<file path="src/rtl/sensor_pkg.sv">
// Shared types and constants for the sensor conditioning block.
// Thresholds, timer widths and accumulator sizes live here.
package sensor_pkg;

  typedef enum logic {
    INIT = 1'b0,
    RUN  = 1'b1
  } state_t;

  localparam logic [11:0] BATT_THRESH  = 12'hA98;
  localparam logic [11:0] BRAKE_THRESH = 12'h800;
  localparam logic [4:0]  CAD_MIN      = 5'd2;
  localparam logic [4:0]  CNT_MAX      = 5'd31;

  localparam int SMPL_W      = 16;
  localparam int SMPL_W_FAST = 8;
  localparam int WIN_W       = 24;
  localparam int WIN_W_FAST  = 12;
  localparam int CURR_ACC_W  = 14;
  localparam int TORQ_ACC_W  = 17;

  function automatic logic [4:0] sat_inc(
    input logic [4:0] v,
    input logic       inc
  );
    return (inc && v != CNT_MAX) ? v + 5'd1 : v;
  endfunction

endpackage

</file>
<file path="src/rtl/cadence_meas.sv">
// Cadence pulse synchronizer, edge detect, window timer
// and saturating per-window edge counter.
module cadence_meas
  import sensor_pkg::*;
#(
  parameter int WIN_BITS = WIN_W
) (
  input  logic       clk,
  input  logic       rst,
  input  logic       cadence_raw,
  output logic       cad_rise,
  output logic       win_end,
  output logic [4:0] cadence,
  output logic [4:0] cadence_nxt
);

  logic [2:0]          sync_q;
  logic [WIN_BITS-1:0] win_tmr;
  logic [4:0]          edge_cnt;
  logic [4:0]          edge_tot;

  assign cad_rise = sync_q[1] & ~sync_q[2];
  assign win_end  = &win_tmr;

  // an edge landing on win_end belongs to the ending window
  assign edge_tot    = sat_inc(edge_cnt, cad_rise);
  assign cadence_nxt = win_end ? edge_tot : cadence;

  always_ff @(posedge clk or posedge rst) begin
    if (rst) begin
      sync_q   <= '0;
      win_tmr  <= '0;
      edge_cnt <= '0;
      cadence  <= '0;
    end else begin
      sync_q   <= {sync_q[1:0], cadence_raw};
      win_tmr  <= win_tmr + WIN_BITS'(1);
      edge_cnt <= win_end ? 5'd0 : edge_tot;
      cadence  <= cadence_nxt;
    end
  end

endmodule

</file>
<file path="src/rtl/sensor_cond.sv">
// Sensor conditioning: current/torque IIR filters, cadence
// measurement, battery and brake threshold flags.
module sensor_cond
  import sensor_pkg::*;
#(
  parameter int FAST_SIM = 0
) (
  input  logic        clk,
  input  logic        rst,
  input  logic [11:0] batt,
  input  logic [11:0] curr,
  input  logic [11:0] brake,
  input  logic [11:0] torque,
  input  logic        cadence_raw,
  output logic [11:0] avg_curr,
  output logic [11:0] avg_torque,
  output logic [4:0]  cadence,
  output logic        not_pedaling,
  output logic        batt_low,
  output logic        brake_active,
  output logic        valid
);

  localparam int WIN_BITS = (FAST_SIM != 0) ? WIN_W_FAST : WIN_W;

  logic                  cad_rise;
  logic                  win_end;
  logic [4:0]            cadence_nxt;
  logic [SMPL_W-1:0]     smpl_tmr;
  logic                  curr_smpl;
  logic [CURR_ACC_W-1:0] curr_accum;
  logic [TORQ_ACC_W-1:0] torque_accum;
  state_t                state;
  state_t                state_nxt;
  logic                  valid_nxt;
  logic                  np_nxt;

  cadence_meas #(
    .WIN_BITS(WIN_BITS)
  ) u_cad (
    .clk        (clk),
    .rst        (rst),
    .cadence_raw(cadence_raw),
    .cad_rise   (cad_rise),
    .win_end    (win_end),
    .cadence    (cadence),
    .cadence_nxt(cadence_nxt)
  );

  assign curr_smpl = (FAST_SIM != 0)
                   ? &smpl_tmr[SMPL_W_FAST-1:0]
                   : &smpl_tmr;

  assign avg_curr   = curr_accum[13:2];
  assign avg_torque = torque_accum[16:5];

  always_ff @(posedge clk or posedge rst) begin
    if (rst) begin
      smpl_tmr     <= '0;
      curr_accum   <= '0;
      torque_accum <= '0;
    end else begin
      smpl_tmr <= smpl_tmr + SMPL_W'(1);
      if (curr_smpl)
        curr_accum <= curr_accum - (curr_accum >> 2)
                    + {2'b00, curr};
      if (cad_rise)
        torque_accum <= torque_accum - (torque_accum >> 5)
                      + {5'b00000, torque};
    end
  end

  always_ff @(posedge clk or posedge rst) begin
    if (rst) state <= INIT;
    else     state <= state_nxt;
  end

  always_comb begin
    state_nxt = state;
    valid_nxt = 1'b0;
    np_nxt    = 1'b1;
    unique case (state)
      INIT: if (win_end) state_nxt = RUN;
      RUN:  state_nxt = RUN;
    endcase
    valid_nxt = (state_nxt == RUN);
    np_nxt    = (state_nxt == INIT) || (cadence_nxt < CAD_MIN);
  end

  always_ff @(posedge clk or posedge rst) begin
    if (rst) begin
      valid        <= 1'b0;
      not_pedaling <= 1'b1;
      batt_low     <= 1'b0;
      brake_active <= 1'b0;
    end else begin
      valid        <= valid_nxt;
      not_pedaling <= np_nxt;
      batt_low     <= (batt < BATT_THRESH);
      brake_active <= (brake > BRAKE_THRESH);
    end
  end

endmodule
</file>
<file path="config.mk">
export PLATFORM = sky130hd
export DESIGN_NAME = sensor_cond
export DESIGN_NICKNAME = d
export VERILOG_FILES = /design/src/rtl/sensor_pkg.sv /design/src/rtl/cadence_meas.sv /design/src/rtl/sensor_cond.sv
export SDC_FILE = /design/constraint.sdc
export NUM_CORES = 1
export LEC_CHECK = 0
export CORE_UTILIZATION = 40
export CTS_BUF_LIST = sky130_fd_sc_hd__clkbuf_4 sky130_fd_sc_hd__clkbuf_8 sky130_fd_sc_hd__clkbuf_16
export DETAILED_ROUTE_END_ITERATION = 6
export HOLD_SLACK_MARGIN = 0.05
export PLACE_DENSITY = 0.69
export SETUP_SLACK_MARGIN = 0.2
export SLEW_MARGIN = 20
export SYNTH_ARGS = -nofsm -noshare
export SYNTH_HDL_FRONTEND = slang
export SYNTH_HIERARCHICAL = 1
export SYNTH_SLANG_ARGS = --single-unit
</file>
<file path="constraint.sdc">
create_clock -name clk -period 2.7 [get_ports clk]
set_input_delay 0.27 -clock clk [delete_from_list [all_inputs] [get_ports clk]]
set_output_delay 0.27 -clock clk [all_outputs]
set_load 0.01 [all_outputs]
</file>
==> results of run 1 <==
-- synthesized netlist by cell type (12+ instances only) --
cell       n  area [um^2]
mux2i_1   12        120.1
o21ai_0   29        145.1
xor2_1    20        175.2
dfrtp_1   87         2177
a21oi_1   24        120.1
nand4_1   14        87.58
inv_1    120        450.4
ha_1      35        437.9
xnor2_1   32        280.3
buf_4     25        187.7
fa_1      24        480.5
nand3_1   25        125.1
nand2_1   40        150.1
nor2_1    26        97.59
-- flip-flops by register name (all words and copies together), names as in the netlist --
| register | flops |
|---|---|
| not_pedaling | 1 |
| state | 1 |
| batt_low | 1 |
| u_cad/sync_q | 3 |
| smpl_tmr | 16 |
| torque_accum | 17 |
| u_cad/win_tmr | 24 |
| brake_active | 1 |
| u_cad/cadence | 5 |
| curr_accum | 14 |
| u_cad/edge_cnt | 5 |
-- final cells by class --
cell class	instances	area share, %
clock buffers	12	3.050
clock inverters	4	0.5409
inverters	120	5.409
multi-input cells	400	44.90
flip-flops and latches	88	26.54
well taps	184	2.765
repair buffers	158	16.80
-- worst min-delay path by stage --
stage | startpoint | slack [ps] | cells past startpoint | end
6_report | rst | 300 | 2 | torque_accum[10]$_DFFE_PP0P_
5_1_grt | rst | 350 | 2 | torque_accum[12]$_DFFE_PP0P_
4_1_cts | rst | 320 | 2 | torque_accum[12]$_DFFE_PP0P_
3_5_place_dp | u_cad/sync_q[0]$_DFF_PP0_ | 340 | 0 | u_cad/sync_q[1]$_DFF_PP0_
3_3_place_gp | u_cad/sync_q[0]$_DFF_PP0_ | 340 | 0 | u_cad/sync_q[1]$_DFF_PP0_
2_1_floorplan | cadence_raw | 300 | 0 | u_cad/sync_q[0]$_DFF_PP0_
-- metrics by stage --
| step | setup TNS, ps | instance area (um^2) | hold WS (ps) | setup slack (ps) | std cells |
|---|---|---|---|---|---|
| finish | 0 | 8327 | 303.0 | 113.4 | 966 |
| floorplan | 0 | 6086 | 301.4 | 171.6 | 644 |
| global placement | -4730 | 7291 | 336.1 | -397.6 | 930 |
| detailed placement | -5261 | 7291 | 338.6 | -405.2 | 930 |
| global route | -38.37 | 8327 | 354.3 | -21.32 | 966 |
| CTS | 0 | 7901 | 316.7 | 131.6 | 954 |
-- what timing repair did --
item / 4_1_cts / 5_1_grt
setup endpoints to repair: 18 / 22
pin swaps: 42 / 52
resized for setup: 60 / 82
buffers inserted: 8 / 12
-- layout by cell type, fill, tap and decap left out, types with 9 or more instances in the layout --
cell | netlist | layout
inv_1 | 120 | 93
dfrtp_1 | 87 | 82
clkdlybuf4s50_1 | 0 | 78
buf_4 | 25 | 76
nand2_1 | 40 | 39
xnor2_1 | 32 | 31
inv_2 | 0 | 27
nand3_1 | 25 | 24
nor2_1 | 26 | 22
fa_1 | 24 | 21
xor2_1 | 20 | 20
ha_4 | 0 | 20
o21ai_0 | 29 | 17
nand4_1 | 14 | 14
mux2i_1 | 12 | 12
ha_1 | 35 | 12
a21oi_1 | 24 | 11
clkbuf_16 | 0 | 9
-- cell families (layout without fill, tap and decap cells) --
| kind of cell | count (synthesis) | count (layout) | synth area share, % |
|---|---|---|---|
| compound gates | 112 | 112 | 12.25 |
| fa+ha+maj | 59 | 59 | 15.11 |
| mux | 13 | 13 | 2.161 |
| simple gates | 164 | 164 | 14.99 |
| xor+xnor | 52 | 52 | 7.493 |
| flops | 88 | 88 | 36.25 |
| buf+inv | 156 | 294 | 11.75 |
-- layer usage --
metal  up-vias  GRT usage (%)  part of all wire, %
met5         -              0                    0
met3        18          3.166                  3.3
met4         0          6.815                  1.8
met1      2366          22.40                   45
li1       2394              -                    -
met2        68          30.00                   50
-- power breakdown --
part,total (mW),switching [mW],internal (mW)
registers,1.66,0.154,1.50
logic,6.28,3.06,3.22
clock network,1.27,0.514,0.759
total,9.21,3.73,5.49
-- critical path, stage by stage --
cell             delay (ps)
clkdlybuf4s50_1         450
inv_1                    60
fa_1                    530
inv_1                    70
ha_4                    280
nand4_1                 190
a211oi_2                350
nand4_1                 170
and3_1                  180
a211o_1                 260
==> summary.txt, run 1 <==
Global route
  • Vias in the first global route: approximately 4900
  • GR Util All Layers: 17.67%
  • Largest net degree at the start of global routing: 38
  • Initial antenna violation count: 0
  • First-pass GRT wire length: 22610 um
  • Grt total ovfl: 0

Power and ir drop
  • Lkg Pwr: a little under 4 nW
  • Cell Pwr Density: 1106 mW/mm^2
  • Worst ir drop on vdd: 0.7047 mV
  • Total power: 9.211 mW

Critical path
  • Crit Reg-Reg Endpoint: torque_accum[15]$_DFFE_PP0P_
  • Setup crit end: torque_accum[15]$_DFFE_PP0P_
  • Reg2Reg Setup Slack: ~120 ps
  • Worst Setup SP: torque[10]
  • Reg-to-Reg Start: torque_accum[11]$_DFFE_PP0P_
  • WP data arrival: 2810 ps
  • Crit path max fanout: 5
  • Length in cells of the worst reg-to-reg path: 9
  • Crit Path Class: in2reg
  • Startpoint Class: input port
  • CP Capture Type: register
  • Req. time, crit path: 2920 ps

Logic synthesis
  • Synth warnings: 6
  • Mean post-synth cell area: 9.438 um^2
  • Seq cells post-synth: 88
  • Asr flop ratio synth: 100.0%
  • Seq/Total Area, Yosys: 36.25%
  • Post-Syn Nets: 754
  • Syn Inst Count: about 640
  • Synth Flop Type: dfrtp_1
  • Mapped Area: 0.006078 mm^2
  • EDFF count, synth: 0
  • Synth unique cells: 63

STA
  • Tmin final: about 2600 ps
  • Slew headroom: around two thirds
  • Fmax: 386.6 MHz
  • Tcrit/Tclk final: 95.80%
  • Worst clock skew: about 11 ps
  • Slew Viols, Final: 0
  • Final hold violation count: 0
  • # setup viols final: 0
  • Slew @ Worst Pin: ~520 ps
  • RSZ-0062 raised after global routing: true

CTS
  • Clock slew at reported path FFs: 70 ps
  • Worst-Skew Late Latency: about 340 ps
  • Cts bufs inserted: 9
  • CTS root buf: clkbuf_16
  • Clock Sinks: 88
  • H-tree Lvls: 3
  • CTS tree: done
  • Hold_buf cts: 0
  • CTS Buffer Depth: 2

Floorplanning
  • Die Height: ~130 um
  • Initial Util: 41.35%
  • Die ar.: 0.01569 mm^2
  • Die W: ~130 um
  • # rows: 44
  • I/O Pins: 84
  • Core box area: around 0.015 mm^2

Place
  • DP HPWL: 9718 um
  • Port Buffer Count: 80
  • Final GP Congestion: around 0.9

Finish
  • Multi-input logic area: 0.003739 mm^2
  • Area grow syn2layout: 36.99%
  • Fillers: 1244
  • Ant. Diodes: 0
  • Post-route core utilization: 56.65%
  • Register area: 0.002210 mm^2
  • Nets: 887
  • Share of layout cells above drive strength 1: 28.39%

Routing
  • Drt via density: 5.017
  • TritonRoute pass-1 iters: 6
  • Residual DRC count: 8
  • DRT Wirelength: between 10000 and 15000 um
  • Routed Antenna Nets: 0
  • First DRT Iteration DRCs: around 230
  • DR vias: 4846
  • Routed length per instance: about 14 um

Outcome
  • Status: finished with violations
  • Violated checks: design-rule violations

Job
  • Max-Cap Viols: 0

Hold path
  • Hold crit path type: in2async
(Power assumes the default switching activity.)
==> inputs of run 2 (changes only) <==
Settings changed: CORE_MARGIN set to 10, PLACE_DENSITY 0.69 to 0.66.
Clock period 2.7 ns to 3.3 ns, I/O delays scaled along.
==> run 2 against run 1 <==
  * The run now ends clean
  * Combinational power shrank 49%
  * Hold slack gained 44 ps
  * First-iteration DRC count grew 25%
  * Clock power shrank 11%
  * Via count shrank 6.9%
  * Final area shrank 13%
  * Die area grew 31%
  * Highest routed layer unchanged
==> summary.txt, run 2 (synthesis results as in run 1) <==
Global route
  • Initial antenna violation count: 0
  • GR Util All Layers: 13.30%
  • Largest net degree at the start of global routing: 52
  • First-pass GRT wire length: 22370 um
  • Grt total ovfl: 0
  • Vias in the first global route: 4698

Floorplanning
  • I/O Pins: between 80 and 90
  • Initial Util: 41.35%
  • Core box area: 0.01470 mm^2
  • Die W: 143.3 um
  • # rows: 44
  • Die ar.: 0.02053 mm^2
  • Die Height: 143.3 um

Critical path
  • Crit Path Class: in2reg
  • Reg-to-Reg Start: torque_accum[6]$_DFFE_PP0P_
  • Worst Setup SP: torque[1]
  • CP Capture Type: register
  • Cell mode on critical path: inv_1
  • Crit path max fanout: 4
  • Startpoint Class: input port
  • CP max-delay cell: fa_1
  • Slowest stage delay, CP: 580 ps
  • WP data arrival: ~3200 ps
  • Top delay family on crit path: compound AO/OA/AOI/OAI gates
  • WP buf/inv: 3
  • Req. time, crit path: 3520 ps
  • Cells along the critical path: clkdlybuf4s50_1 -> inv_1 -> fa_1 -> inv_1 -> ha_1 -> a21o_1 -> a21oi_1 -> o21ai_1 -> a311oi_2 -> nor4bb_1 -> a211o_1

STA
  • Setup_tns: 0 ps
  • Slew @ Worst Pin: 710.9 ps
  • Slew Viols, Final: 0
  • RSZ-0062 raised after global routing: false
  • Tmin final: 2928 ps
  • Fmax: 341.5 MHz
  • # setup viols final: 0
  • Tcrit/Tclk final: 88.74%
  • Worst clock skew: 8.069 ps
  • Final hold violation count: 0
  • Slew headroom: a little over half

Finish
  • Ant. Diodes: 0
  • Multi-input logic area: ~0.0032 mm^2
  • Largest regs: u_cad/win_tmr (24), torque_accum (17), smpl_tmr (16)
  • Area grow syn2layout: 19.53%
  • Most common cell after layout, fill and taps aside: inv_1
  • Most frequent cells in the layout: 119 x inv_1, 87 x dfrtp_1, 80 x clkdlybuf4s50_1
  • Final non-filler cell total: about 900
  • Fillers: 1344
  • Largest register by flop count: u_cad/win_tmr
  • Max reg flops: 24
  • Register area: 0.002203 mm^2
  • Nets: 820
  • Share of layout cells above drive strength 1: just over 7%

Routing
  • DR vias: around 4500
  • First DRT Iteration DRCs: 290
  • Routed length per instance: 14.38 um
  • Residual DRC count: 0
  • DRT Wirelength: 12930 um
  • Routed Antenna Nets: 0
  • Drt via density: 5.019
  • TritonRoute pass-1 iters: 4

Place
  • Port Buffer Count: 80
  • DP HPWL: 9942 um
  • Final GP Congestion: 0.8519
  • Placed cells: 881

Power and ir drop
  • Worst ir drop on vdd: 0.4121 mV
  • Lkg Pwr: ~3.6 nW
  • Cell Pwr Density: 788.5 mW/mm^2

Hold path
  • Hold crit path type: reg2reg
  • Min-delay src: u_cad/sync_q[0]$_DFF_PP0_

CTS
  • Clock Sinks: a little under 90
  • Worst-Skew Late Latency: 350 ps
  • Clock slew at reported path FFs: 60 ps
  • CTS root buf: clkbuf_16
  • CTS Buffer Depth: 2
  • H-tree Lvls: 3
  • Cts bufs inserted: 9
  • CTS tree: done

Job
  • Max-Cap Viols: 0

Outcome
  • Status: finished clean
## run 2: cell types whose count changed in the layout (fill, tap and decap cells not counted), sizes merged
cell           delta
buf              -67
clkbuf            -2
clkdlybuf4s50     +2
dlymetal6s2s      -2
bufinv            +1
clkinv            -1
clkinvlp          +1
inv               +1
## run 2: per-stage QoR
stage                     hold slack [ps]  power (mW)  cell area (um^2)  worst slack [ps]  util (%)
after floorplan                     331.2       3.717              6078             703.4         -
after global placement              340.9       4.402              6915             102.6     47.05
after global routing                354.0       6.264              7266             207.2     49.43
final                               347.0       5.729              7266             371.5     49.43
after CTS                           350.5       5.659              7244             413.8     49.29
after detailed placement            336.3       4.490              6915             63.64     47.05
## run 2: where the power goes
part,switching (mW),internal (mW)
logic,1.76,1.47
clock network,0.441,0.687
registers,0.142,1.23
total,2.34,3.38
## run 2: metal layers
| metal | GRT usage (%) | vias up | routed length (um) |
|---|---|---|---|
| met2 | 21.73 | 76 | 6210 |
| met5 | 0 | - | 0 |
| met1 | 16.69 | 2167 | 5833 |
| met3 | 3.284 | 14 | 702 |
| li1 | - | 2255 | - |
| met4 | 4.890 | 0 | 180 |
## run 2: final timing paths
| kind | endpoint | slack (ps) | cells past startpoint |
|---|---|---|---|
| setup / recovery | torque_accum[11]$_DFFE_PP0P_ | 370 | 11 |
| max in group asynchronous | torque_accum[11]$_DFFE_PP0P_ | 2300 | 3 |
| hold / removal | u_cad/sync_q[1]$_DFF_PP0_ | 350 | 0 |
| min in group asynchronous | u_cad/win_tmr[20]$_DFF_PP0_ | 440 | 3 |
| setup reg to reg | torque_accum[11]$_DFFE_PP0P_ | 460 | 9 |
| hold reg to reg | u_cad/sync_q[1]$_DFF_PP0_ | 350 | 0 |
## run 2: what timing repair did
action / in CTS / in global routing
buffers inserted: 0 / 2
endpoints found under the setup margin: 0 / 1
hold buffers: 0 / 0
resized for setup: 0 / 3
## run 2: cell type report
class                   instances  share of cell area [%]
clock buffers                  10                   3.289
clock inverters                 6                   1.240
inverters                     120                   6.199
multi-input cells             400                   43.62
flip-flops and latches         88                   30.33
well taps                     184                   3.169
repair buffers                 91                   12.16
==> inputs of run 3 (changes only) <==
Settings changed: CORE_UTILIZATION 40 to 55, PLACE_DENSITY 0.66 to 0.85.
==> run 3 against run 2 <==
  * Register-to-register slack lost 30 ps
  * Maximum frequency rose by 1.8%
  * Setup slack better by 52 ps
  * Global-route usage rose by 2.7 points
  * Combinational power fell by 2%
  * Core utilization rose by 16 points
  * Count of clock-buffer cells in the layout fell by 1
  * Non-clock buffer count fell by 2
  * Final area fell by 2.8%
  * Critical endpoint unchanged
  * Largest cell class unchanged
  * Largest power group unchanged
  * Highest routed layer unchanged
==> summary.txt, run 3 (synthesis results as in run 1) <==
Outcome
  • Status: finished clean

Power and ir drop
  • Worst ir drop on vdd: 0.6145 mV
  • Cell Pwr Density: 751.9 mW/mm^2
  • Total power: 5.309 mW
  • Lkg Pwr: 3.487 nW

Finish
  • Largest register by flop count: u_cad/win_tmr
  • Most common cell after layout, fill and taps aside: inv_1
  • Nets: about 820
  • Largest regs: u_cad/win_tmr (24), torque_accum (17), smpl_tmr (16)
  • Area grow syn2layout: 16.16%
  • Final Cell Area: around 0.0071 mm^2
  • Share of layout cells above drive strength 1: under 10%
  • Max reg flops: 24
  • Most frequent cells in the layout: 119 x inv_1, 87 x dfrtp_1, 80 x clkdlybuf4s50_1
  • Ant. Diodes: 0
  • Fillers: 864

STA
  • Slew Viols, Final: 0
  • RSZ-0062 raised after global routing: false
  • Slew headroom: 54.65%
  • Slew @ Worst Pin: slightly below 700 ps
  • # setup viols final: 0
  • Tcrit/Tclk final: 87.16%
  • Tmin final: 2876 ps
  • Final hold violation count: 0
  • Fmax: 347.7 MHz
  • Setup_tns: 0 ps
  • Worst clock skew: 20.18 ps

Global route
  • Vias in the first global route: 4799
  • Grt total ovfl: 0
  • GR Util All Layers: between 15 and 20%
  • First-pass GRT wire length: 21660 um
  • Largest net degree at the start of global routing: 52
  • Initial antenna violation count: 0

Floorplanning
  • Die Height: ~130 um
  • Die W: 125.1 um
  • I/O Pins: 84
  • # rows: 38
  • Core box area: 0.01084 mm^2
  • Initial Util: 56.07%
  • Die ar.: ~0.016 mm^2

Place
  • Placed inst area: slightly below 0.007 mm^2
  • DP HPWL: 9543 um
  • Port Buffer Count: 80
  • Final GP Congestion: 0.9102

Critical path
  • Crit Path Class: in2reg
  • CP Depth: 11
  • CP max-delay cell: fa_1
  • Slowest stage delay, CP: 530 ps
  • Req. time, crit path: 3560 ps
  • Crit path max fanout: 4
  • Length in cells of the worst reg-to-reg path: 9
  • Cells along the critical path: clkdlybuf4s50_1 -> inv_1 -> fa_1 -> inv_1 -> ha_1 -> o21a_1 -> o21ai_0 -> a21oi_1 -> a311oi_2 -> nor4bb_1 -> a211o_1
  • Startpoint Class: input port
  • Top delay family on crit path: compound AO/OA/AOI/OAI gates
  • CP Capture Type: register
  • Cell mode on critical path: inv_1
  • WP buf/inv: 3
  • WP data arrival: 3140 ps

Routing
  • Routed length per instance: approximately 14 um
  • Drt via density: between 5 and 6
  • Routed Antenna Nets: 0
  • First DRT Iteration DRCs: roughly 230
  • TritonRoute pass-1 iters: 5
  • DR vias: ~4600
  • DRT Wirelength: 12320 um
  • Residual DRC count: 0

CTS
  • CTS root buf: clkbuf_8
  • Cts bufs inserted: 9
  • Worst-Skew Late Latency: around 370 ps
  • CTS tree: done
  • Clock slew at reported path FFs: 100 ps
  • Hold_buf cts: 0
  • PostCTS Resize Cnt: 0
  • CTS Buffer Depth: 2
  • H-tree Lvls: 3
  • Clock Sinks: 88
  • Setup repair bufs after CTS: 0

Hold path
  • Hold crit path type: reg2reg
  • Worst hold path depth: 0

Job
  • Max-Cap Viols: 0
==> run 3: cell count changes in the layout (fill, tap and decap cells not counted), moves of 2 or more <==
cell	change
inv_6	+2
clkbuf_16	-9
clkbuf_8	+8
buf_4	-2
==> run 3: power by group <==
part           total (mW)  switching [mW]  internal [mW]
logic                3.17            1.76           1.41
registers            1.36           0.135           1.23
clock network       0.777           0.420          0.357
total                5.31            2.32           2.99
==> run 3: per-layer routing <==
layer | up-vias | GRT usage [%] | wire length [um]
met5 | - | 0 | 0
met4 | 0 | 5.894 | 180
met3 | 19 | 3.126 | 682
met2 | 114 | 27.95 | 6341
met1 | 2243 | 19.16 | 5111
li1 | 2242 | - | -
==> run 3: cell type report <==
| type | instances | area (um^2) | area share (%) |
|---|---|---|---|
| multi-input combinational | 400 | 3163 | 44.80 |
| timing repair buffer | 89 | 868.3 | 12.30 |
| inverter | 120 | 450.4 | 6.380 |
| tap | 140 | 175.2 | 2.481 |
| sequential | 88 | 2203 | 31.21 |
| clock inverter | 7 | 76.32 | 1.081 |
| clock buffer | 9 | 123.9 | 1.754 |
==> run 3: path summary, 6_finish.rpt <==
kind | from | end | slack [ps]
setup / recovery | torque[4] | torque_accum[11]$_DFFE_PP0P_ | 420
min in group asynchronous | rst | u_cad/win_tmr[9]$_DFF_PP0_ | 410
hold reg to reg | u_cad/sync_q[0]$_DFF_PP0_ | u_cad/sync_q[1]$_DFF_PP0_ | 350
setup reg to reg | torque_accum[6]$_DFFE_PP0P_ | torque_accum[11]$_DFFE_PP0P_ | 430
hold / removal | u_cad/sync_q[0]$_DFF_PP0_ | u_cad/sync_q[1]$_DFF_PP0_ | 350
max in group asynchronous | rst | brake_active$_DFF_PP0_ | 2360
==> run 3: stage by stage <==
step                      setup WS (ps)  hold WS, ps  utilization (%)  instances
after detailed placement          71.06        339.6            63.28        837
after global routing              297.7        366.9            65.13        853
final                             423.7        353.7            65.13        853
after global placement            114.4        334.7            63.28        837
after CTS                         442.4        359.0            65.13        853
after floorplan                   703.4        331.2                -        644
